`config.mk`:
```
export PLATFORM = sky130hd
export DESIGN_NAME = fp_mul_iter
export DESIGN_NICKNAME = d
export VERILOG_FILES = /design/src/rtl/fp_mul_iter.sv
export SDC_FILE = /design/constraint.sdc
export NUM_CORES = 1
export LEC_CHECK = 0
export CAP_MARGIN = 20
export CORE_MARGIN = 4
export CORE_UTILIZATION = 57
export CTS_BUF_LIST = sky130_fd_sc_hd__clkbuf_2
export DETAILED_ROUTE_END_ITERATION = 12
export PLACE_DENSITY = 0.82
export SLEW_MARGIN = 10
export SYNTH_ARGS = -nofsm -noshare
export SYNTH_HDL_FRONTEND = slang
export SYNTH_SLANG_ARGS = --single-unit
```
`constraint.sdc`:
```
create_clock -name clk -period 3.56 [get_ports clk]
set_clock_uncertainty 0.05 [all_clocks]
set_input_delay 0.712 -clock clk [delete_from_list [all_inputs] [get_ports clk]]
set_output_delay 0.712 -clock clk [all_outputs]
set_load 0.005 [all_outputs]
```
`src/rtl/fp_mul_iter.sv`:
```
// ---------------------------------------------------------------------------
// fp_mul_iter
// Iterative floating-point multiplier (IEEE-754 binary32 with the default
// parameters). The significand product is formed by shift-and-add, one
// partial product per clock, so every operation takes a fixed 26 cycles from
// acceptance to result. It uses the same arg_vld/busy/res_vld handshake as
// the iterative divider.
//
// Optional feature macro: FP_MUL_RNE_EN
//   defined   : round-to-nearest-even on the normalised product
//   undefined : truncate (round toward zero); no guard/sticky logic is built
//
// Ports
//   clk      in   clock
//   rst      in   synchronous active-high reset; aborts an operation in flight
//   arg_vld  in   operands valid; only accepted while busy is low
//   busy     out  operation in progress
//   res_vld  out  one-cycle pulse when c carries a new product
//   a, b     in   operands
//   c        out  product; holds until the next result
//
// Subnormal operands are treated as zero and tiny results flush to signed
// zero. Specials (NaN, inf, zero) are decoded when the operands are accepted
// and replace the arithmetic result at the end, keeping latency constant.
// ---------------------------------------------------------------------------
module fp_mul_iter #(
    parameter int EXP_W  = 8,
    parameter int MANT_W = 23,
    parameter int BIAS   = 127
) (
    input  logic                    clk,
    input  logic                    rst,
    input  logic                    arg_vld,
    output logic                    busy,
    output logic                    res_vld,
    input  logic [EXP_W+MANT_W:0]   a,
    input  logic [EXP_W+MANT_W:0]   b,
    output logic [EXP_W+MANT_W:0]   c
);

    localparam int WW      = 1 + EXP_W + MANT_W;   // word width
    localparam int SW      = MANT_W + 1;           // significand width
    localparam int PW      = 2 * SW;               // product width
    localparam int EW      = EXP_W + 2;            // signed exponent width
    localparam int CW      = $clog2(SW);
    localparam int EXP_MAX = (1 << EXP_W) - 1;

    localparam logic signed [EW-1:0] EXP_BIAS = EW'(BIAS);
    localparam logic signed [EW-1:0] EXP_TOP  = EW'(EXP_MAX);
    localparam logic signed [EW-1:0] EXP_ZERO = EW'(0);
    localparam logic [CW-1:0]        CNT_LAST = CW'(SW - 1);
    localparam logic [WW-1:0]        QNAN     = {1'b0, {EXP_W{1'b1}}, 1'b1, {(MANT_W-1){1'b0}}};

    typedef enum logic [1:0] {
        IDLE = 2'd0,
        MUL  = 2'd1,
        NORM = 2'd2
    } state_t;

    state_t                 state_r;
    state_t                 state_nxt_s;
    logic                   accept_s;

    logic [PW-1:0]          mcand_r;
    logic [SW-1:0]          mplier_r;
    logic [PW-1:0]          acc_r;
    logic [CW-1:0]          cnt_r;
    logic signed [EW-1:0]   exp_r;
    logic                   sign_r;
    logic                   special_r;
    logic [WW-1:0]          spec_val_r;
    logic                   busy_r;
    logic                   res_vld_r;
    logic [WW-1:0]          c_r;

    // Operand field decode
    logic [EXP_W-1:0]       a_exp_s, b_exp_s;
    logic [MANT_W-1:0]      a_frac_s, b_frac_s;
    logic                   a_nan_s, b_nan_s, a_inf_s, b_inf_s, a_zero_s, b_zero_s;
    logic                   sign_s;
    logic signed [EW-1:0]   exp_sum_s;
    logic                   spec_hit_s;
    logic [WW-1:0]          spec_val_s;

    assign a_exp_s   = a[WW-2 -: EXP_W];
    assign b_exp_s   = b[WW-2 -: EXP_W];
    assign a_frac_s  = a[MANT_W-1:0];
    assign b_frac_s  = b[MANT_W-1:0];
    assign a_zero_s  = (a_exp_s == {EXP_W{1'b0}});
    assign b_zero_s  = (b_exp_s == {EXP_W{1'b0}});
    assign a_inf_s   = (a_exp_s == {EXP_W{1'b1}}) && (a_frac_s == {MANT_W{1'b0}});
    assign b_inf_s   = (b_exp_s == {EXP_W{1'b1}}) && (b_frac_s == {MANT_W{1'b0}});
    assign a_nan_s   = (a_exp_s == {EXP_W{1'b1}}) && (a_frac_s != {MANT_W{1'b0}});
    assign b_nan_s   = (b_exp_s == {EXP_W{1'b1}}) && (b_frac_s != {MANT_W{1'b0}});
    assign sign_s    = a[WW-1] ^ b[WW-1];
    assign exp_sum_s = $signed({2'b00, a_exp_s}) + $signed({2'b00, b_exp_s}) - EXP_BIAS;

    // Special-operand priority: NaN, inf*zero, inf, zero
    always_comb begin
        spec_hit_s = 1'b0;
        spec_val_s = {WW{1'b0}};
        if (a_nan_s || b_nan_s) begin
            spec_hit_s = 1'b1;
            spec_val_s = QNAN;
        end else if ((a_inf_s && b_zero_s) || (b_inf_s && a_zero_s)) begin
            spec_hit_s = 1'b1;
            spec_val_s = QNAN;
        end else if (a_inf_s || b_inf_s) begin
            spec_hit_s = 1'b1;
            spec_val_s = {sign_s, {EXP_W{1'b1}}, {MANT_W{1'b0}}};
        end else if (a_zero_s || b_zero_s) begin
            spec_hit_s = 1'b1;
            spec_val_s = {sign_s, {(WW-1){1'b0}}};
        end else begin
            spec_hit_s = 1'b0;
            spec_val_s = {WW{1'b0}};
        end
    end

    // Normalisation: a product in [2,4) has its top bit set and bumps the exponent
    logic [PW-1:0]          prod_norm_s;
    logic signed [EW-1:0]   exp_n_s;
    logic [MANT_W-1:0]      frac_t_s;
    logic [MANT_W-1:0]      frac_f_s;
    logic signed [EW-1:0]   exp_f_s;

    assign prod_norm_s = acc_r[PW-1] ? acc_r : {acc_r[PW-2:0], 1'b0};
    assign exp_n_s     = exp_r + $signed({{(EW-1){1'b0}}, acc_r[PW-1]});
    assign frac_t_s    = prod_norm_s[PW-2 -: MANT_W];

`ifdef FP_MUL_RNE_EN
    logic                   guard_s;
    logic                   sticky_s;
    logic                   rnd_inc_s;
    logic [MANT_W:0]        frac_sum_s;

    assign guard_s    = prod_norm_s[PW-2-MANT_W];
    assign sticky_s   = |prod_norm_s[PW-3-MANT_W:0];
    assign rnd_inc_s  = guard_s && (sticky_s || frac_t_s[0]);
    assign frac_sum_s = {1'b0, frac_t_s} + {{MANT_W{1'b0}}, rnd_inc_s};
    // A carry out of the fraction leaves it all-zero and moves the exponent up
    assign frac_f_s   = frac_sum_s[MANT_W-1:0];
    assign exp_f_s    = exp_n_s + $signed({{(EW-1){1'b0}}, frac_sum_s[MANT_W]});
`else
    logic                   unused_low_s;

    assign unused_low_s = ^prod_norm_s[PW-2-MANT_W:0];
    assign frac_f_s     = frac_t_s;
    assign exp_f_s      = exp_n_s;
`endif

    // Final result selection: specials, overflow to inf, underflow to zero
    logic [WW-1:0]          res_s;

    always_comb begin
        res_s = {WW{1'b0}};
        if (special_r) begin
            res_s = spec_val_r;
        end else if (exp_f_s >= EXP_TOP) begin
            res_s = {sign_r, {EXP_W{1'b1}}, {MANT_W{1'b0}}};
        end else if (exp_f_s <= EXP_ZERO) begin
            res_s = {sign_r, {(WW-1){1'b0}}};
        end else begin
            res_s = {sign_r, exp_f_s[EXP_W-1:0], frac_f_s};
        end
    end

    // State register
    always_ff @(posedge clk) begin
        if (rst) begin
            state_r <= IDLE;
        end else begin
            state_r <= state_nxt_s;
        end
    end

    // Next-state logic and operand acceptance
    always_comb begin
        state_nxt_s = state_r;
        accept_s    = 1'b0;
        case (state_r)
            IDLE: begin
                if (arg_vld) begin
                    accept_s    = 1'b1;
                    state_nxt_s = MUL;
                end else begin
                    state_nxt_s = IDLE;
                end
            end
            MUL: begin
                if (cnt_r == CNT_LAST) begin
                    state_nxt_s = NORM;
                end else begin
                    state_nxt_s = MUL;
                end
            end
            NORM:    state_nxt_s = IDLE;
            default: state_nxt_s = IDLE;
        endcase
    end

    // Datapath: operand capture, shift-and-add iterations, result register
    always_ff @(posedge clk) begin
        if (rst) begin
            mcand_r    <= {PW{1'b0}};
            mplier_r   <= {SW{1'b0}};
            acc_r      <= {PW{1'b0}};
            cnt_r      <= {CW{1'b0}};
            exp_r      <= EXP_ZERO;
            sign_r     <= 1'b0;
            special_r  <= 1'b0;
            spec_val_r <= {WW{1'b0}};
            busy_r     <= 1'b0;
            res_vld_r  <= 1'b0;
            c_r        <= {WW{1'b0}};
        end else begin
            case (state_r)
                IDLE: begin
                    if (accept_s) begin
                        mcand_r    <= {{SW{1'b0}}, ~a_zero_s, a_frac_s};
                        mplier_r   <= {~b_zero_s, b_frac_s};
                        acc_r      <= {PW{1'b0}};
                        cnt_r      <= {CW{1'b0}};
                        exp_r      <= exp_sum_s;
                        sign_r     <= sign_s;
                        special_r  <= spec_hit_s;
                        spec_val_r <= spec_val_s;
                    end
                end
                MUL: begin
                    if (mplier_r[0]) begin
                        acc_r <= acc_r + mcand_r;
                    end
                    mplier_r <= {1'b0, mplier_r[SW-1:1]};
                    mcand_r  <= {mcand_r[PW-2:0], 1'b0};
                    cnt_r    <= cnt_r + CW'(1);
                end
                NORM: begin
                    c_r <= res_s;
                end
                default: begin
                    c_r <= c_r;
                end
            endcase
            busy_r    <= (state_nxt_s != IDLE);
            res_vld_r <= (state_r == NORM);
        end
    end

    assign busy    = busy_r;
    assign res_vld = res_vld_r;
    assign c       = c_r;

endmodule
```
==> reports/results.tsv, run 1 <==
metric	value	unit
Net Sw Frac	29.33	%
drt wl/cell	16.56	µm
post-synthesis adder-cell area fraction	8.484	%
post-synthesis xor/xnor area fraction	4.963	%
sequential cell area	0.003523	mm²
fin nets	1405	
PortBufs	100	
Die ar.	0.01984	mm²
endpoints failing setup	0	
Crit Path Class	reg -> reg	
clock-pin transition on the worst setup and hold timing paths	230	ps
final non-filler cell total	1509	
Die W	140.8	µm
P_int	0.002621	W
Post-Synth Simple-Gate Area	17.73	%
headroom to the max-slew limit	40.63	%
DR DRC count	0	
delay of the slowest critical-path stage	420	ps
hold_buf cts	0	
main combinational cell family by area after synthesis	compound AO/OA/AOI/OAI gates	
Final period util	89.17	%
Mapped Nets	1346	
main flop type after synthesis	dfxtp_1	
DR vias/cell	6.150	
Syn-to-layout area delta	13.96	%
VDD IR max	179.1	µV
post-layout min period	3175	ps
final hold vios	0	
Setup crit start kind	flip-flop	
CTS sink cnt	176	
Initial Util	58.15	%
Pwr Density	323.6	mW/mm²
Distinct cells, synth	72	
GRT Total Usage	25.20	%
Num CTS Buffers	17	
status	finished clean	
largest net degree at the start of global routing	103	
post-layout util	66.27	%
dpl cells	1477	
yosys warns	0	
area of the multi-input gates	0.006102	mm²
DRT Pass-1 Iters	7	
post-synth top area share	35.03	%
routability cong.	0.9327	
Seq/Total Area, Yosys	35.03	%
first-pass GRT wire length	42230	µm
Clock Latency Late Sink	760	ps
Post-Route Setup TNS	0	ps
Ports	101	
Synth Area in Compound Gates	26.53	%
chip height	140.8	µm
Clk pwr share	27.4	%
HP Class	in -> reg	
initial antenna violation count	1	
Worst Path Max Fanout	5	
cts repair resizes	0	
critical path's slowest cell	fa_1	
grt ovf	0	
Post-synth ARST share	0	%
Root Buffer	clkbuf_2	
clock buffer depth	2	
drt total wl	24990	µm
largest area contributor in the netlist	dfxtp_1	
setup bufs post-CTS	0	
number of global-route vias before repair	8780	
CP required	4170	ps
total power	0.003709	W
Psw	0.001088	W
leakage	4.672	nW
netlist area before placement	0.01006	mm²
crit path DAT	3790	ps
initial drt markers	727	
share of cells above drive strength 1	7.560	%
maximum clock frequency	315.0	MHz
Mapped Avg Cell Area	8.299	µm²
Post-Synthesis Cells	1212	
Hold Worst Slack	348.1	ps
post-DP HPWL	17910	µm
H-tree Lvls	4	
vias after detailed routing	9280	
Logic pwr share	15.8	%
Routed Antenna Nets	0	
Worst Tran Pin Value	887.3	ps
Post-synth EDFFs	0	
RSZ-0062 raised after global routing	no	
top post-synthesis cells by area	dfxtp_1 35%, ha_1 8.1%, nor2_1 6.6%	
Slew Limit Fails	0	
Fillers	1494	
CTS tree	built	
Synth Register Bits	176	
mux share of post-synthesis cell area	2.762	%
Row Count	48	
Critical Path, Cell by Cell	ha_1 -> fa_1 -> a21o_1 -> a21oi_2 -> o21ai_2 -> a41o_4 -> a31oi_2 -> o21ai_1 -> a21o_2 -> a311oi_4 -> or4b_1 -> nand3_1	
Core Area	0.01730	mm²
Critical Path End Type	flip-flop	
Sequential Power Share	56.8	%
total of max-cap violations	0	
## Yosys cell counts, types with 7 or more instances
cell	n
o21bai_1	7
nor2_1	177
a221oi_1	21
o22ai_1	22
buf_2	8
a22oi_1	76
dfxtp_1	176
inv_1	37
nand2_1	88
nand3_1	18
nor2b_1	8
o22a_1	23
ha_1	65
and3_1	10
xor2_1	27
nand4_1	19
o21ai_0	38
o21ai_1	20
mux2_2	22
a21oi_1	73
clkbuf_1	66
nor3_1	34
a21o_1	29
a211oi_1	8
nor4_1	16
a311oi_1	8
xnor2_1	30
## power groups by stage
stage	registers [W]	clock network, W	logic, W
after floorplan	0.00212	0	0.000389
after global placement	0.00214	0	0.000569
after detailed placement	0.00214	0	0.000578
after CTS	0.00211	0.00104	0.000582
after global routing	0.00212	0.00112	0.000649
final	0.00211	0.00102	0.000586
## cell type report
class	instances	area share, %
sequential	176	30.74
clock inverter	14	1.244
timing repair buffer	119	10.28
inverter	39	1.277
clock buffer	17	0.7423
tap	225	2.456
multi-input combinational	918	53.24
antenna	1	0.02183
## path summary, 6_finish.rpt
kind	end	start	slack, ps	depth (start not counted)
max	acc_r[40]	mcand_r[0]	390	12
min	c[12]	rst	350	2
max reg2reg	acc_r[40]	mcand_r[0]	390	12
min reg2reg	acc_r[20]	acc_r[20]	420	2
## registers in the layout, indices dropped and copies added, names as in the netlist
signal,flops
cnt_r,5
spec_val_r,3
exp_r,10
special_r,1
sign_r,1
state_r,2
mplier_r,24
mcand_r,48
busy,1
res_vld,1
acc_r,48
c,32
## critical path, delay by kind of cell (launching register included)
kind                     cells  cell delay, ps
flip-flops                   1             380
AND/OR/NAND/NOR              2             260
AO/OA/AOI/OAI                8            1750
adder cells (fa/ha/maj)      2             660
## cells in the final DEF (no fill, tap or decap), types with 5 or more instances in the layout
master,count
a211oi_1,8
a21o_1,29
a21oi_1,73
a221oi_1,21
a22oi_1,76
a311oi_1,8
a31oi_1,5
and3_1,10
buf_4,17
clkbuf_2,17
clkdlybuf4s50_1,99
clkinv_1,5
dfxtp_1,176
ha_1,65
inv_1,37
mux2_2,22
nand2_1,88
nand3_1,18
nand4_1,19
nor2_1,176
nor2b_1,8
nor3_1,34
nor4_1,15
o21ai_0,38
o21ai_1,19
o21bai_1,7
o22a_1,23
o22ai_1,22
xnor2_1,30
xor2_1,27
## logic make-up after synthesis
group / Yosys count
buffers and inverters: 118
adder cells (fa/ha/maj): 67
AO/OA/AOI/OAI: 376
flip-flops: 176
multiplexers: 25
AND/OR/NAND/NOR: 393
XOR/XNOR: 57
## metal layers
layer  track usage (%)  vias to the layer above  wire length, µm
met5                 0                        -                0
met4             8.312                        0              509
met3             3.664                       44             1292
met2             41.68                      269            11880
met1             33.99                     4395            11300
li1                  -                     4572                -
## metrics by stage
stage,area (µm²),worst slack [ps]
floorplan,10060,730.6
global placement,11230,271.4
detailed placement,11230,214.9
CTS,11460,391.6
global route,11460,252.2
finish,11460,385.4
Note: power is estimated with default switching activity, not from simulation.
==> run 2: changes to the inputs <==
clock period = 3.55 ns   (was 3.56 ns; I/O delays follow)
==> run 2 against run 1 <==
  * Worst setup slack got worse by 16 ps
  * Die area is the same
  * Cell count rose by 0.13%
  * Hold slack improved by 3.2 ps
  * Largest cell class unchanged
  * Register-to-register slack lost 20 ps
  * Clock-buffer cell count rose by 2
  * Core utilization down 0.058 points
  * Global-route usage rose by 0.17 points
  * Sequential share of layout area hardly changed
  * Final area hardly changed
==> reports/results.tsv, run 2 (synthesized netlist as in run 1, its figures left out) <==
metric	value	unit
largest net degree at the start of global routing	54	
leakage	4.681	nW
Buf+Inv Stages, Crit Path	0	
fin nets	1407	
final non-filler cell total	1511	
Critical Path End Type	flip-flop	
RSZ-0062 raised after global routing	no	
drt wl/cell	16.66	µm
Core Area	0.01730	mm²
Final period util	89.60	%
Routed Antenna Nets	0	
DRT Pass-1 Iters	8	
post-layout min period	3181	ps
PortBufs	100	
Syn-to-layout area delta	13.86	%
Worst Path Max Fanout	5	
R2R depth	12	
CTS sink cnt	176	
endpoints failing setup	0	
critical path's top delay family	compound AO/OA/AOI/OAI gates	
number of global-route vias before repair	8691	
initial antenna violation count	1	
Slew Limit Fails	0	
sequential cell area	0.003523	mm²
clock buffer depth	2	
grt ovf	0	
Die W	140.8	µm
delay of the slowest critical-path stage	420	ps
headroom to the max-slew limit	38.87	%
cts repair resizes	0	
DR vias/cell	6.152	
Fillers	1486	
CP required	4150	ps
Num CTS Buffers	17	
initial drt markers	811	
VDD IR max	181.9	µV
Ports	101	
DR DRC count	0	
share of cells above drive strength 1	7.860	%
Critical Path, Cell by Cell	ha_1 -> fa_1 -> a21o_1 -> a21oi_2 -> o21ai_2 -> a41o_4 -> a31oi_2 -> o21ai_1 -> a21o_2 -> a311oi_4 -> or4b_1 -> nand3_1	
vias after detailed routing	9295	
total of max-cap violations	0	
CTS tree	built	
Hold Path Depth	2	
first-pass GRT wire length	42230	µm
routability cong.	0.9301	
Setup crit start kind	flip-flop	
commonest cells after routing, fill and taps aside	176 x nor2_1, 176 x dfxtp_1, 99 x clkdlybuf4s50_1	
HP Class	in -> reg	
dpl cells	1479	
Crit Path Class	reg -> reg	
crit path DAT	3780	ps
maximum clock frequency	314.4	MHz
status	finished clean	
hold_buf cts	0	
post-DP HPWL	18230	µm
H-tree Lvls	4	
chip height	140.8	µm
Row Count	48	
CP Depth	12	
r2r setup slk	370	ps
Initial Util	58.15	%
clock-pin transition on the worst setup and hold timing paths	230	ps
setup bufs post-CTS	0	
Clock Latency Late Sink	750	ps
Worst Tran Pin Value	913.6	ps
critical path's slowest cell	fa_1	
GRT Total Usage	25.37	%
area of the multi-input gates	0.006102	mm²
final hold vios	0	
Die ar.	0.01984	mm²
Pwr Density	324.5	mW/mm²
Root Buffer	clkbuf_2	
Post-Route Setup TNS	0	ps
drt total wl	25180	µm
## run 2: changes by cell type in the layout (fill, tap and decap cells not counted)
cell and delta:
buf_12 -1, buf_4 +3, clkbuf_2 +2, clkinv_1 -2, clkinv_2 +4, clkinv_4 -2
inv_6 -2
## run 2: power breakdown
group | leakage, nW | switching [W] | internal, W
clock network | 0.134 | 0.000698 | 0.000316
registers | 1.43 | 0.0000600 | 0.00205
logic | 3.11 | 0.000332 | 0.000259
## run 2: layout make-up
cell class | count | share of cell area (%)
multi-input cells | 918 | 53.28
diodes | 1 | 0.02185
repair buffers | 121 | 10.31
well taps | 225 | 2.458
clock buffers | 19 | 0.8303
flip-flops and latches | 176 | 30.77
inverters | 39 | 1.278
clock inverters | 12 | 1.049
## run 2: final timing paths
kind              start        end
max          mcand_r[0]  acc_r[40]
min reg2reg   acc_r[20]  acc_r[20]
min                 rst      c[17]
max reg2reg  mcand_r[0]  acc_r[40]
## run 2: through the flow
step	worst slack [ps]	hold slack [ps]	utilization, %	cell area [µm²]	total power (W)
global placement	270.9	389.1	64.95	11230	0.002717
detailed placement	169.3	397.1	64.95	11230	0.002733
CTS	406.0	305.5	66.20	11450	0.003728
floorplan	720.6	379.1	-	10060	0.002519
global route	247.2	308.6	66.21	11450	0.003890
finish	369.4	351.3	66.21	11450	0.003716
## run 2: metal layers
layer  share of wire, %  GRT usage [%]  vias to the layer above
met5                  0              0                        -
met4                1.6          6.680                        0
met3                5.2          4.308                       40
met2                 48          41.83                      280
met1                 46          34.65                     4393
li1                   -              -                     4582
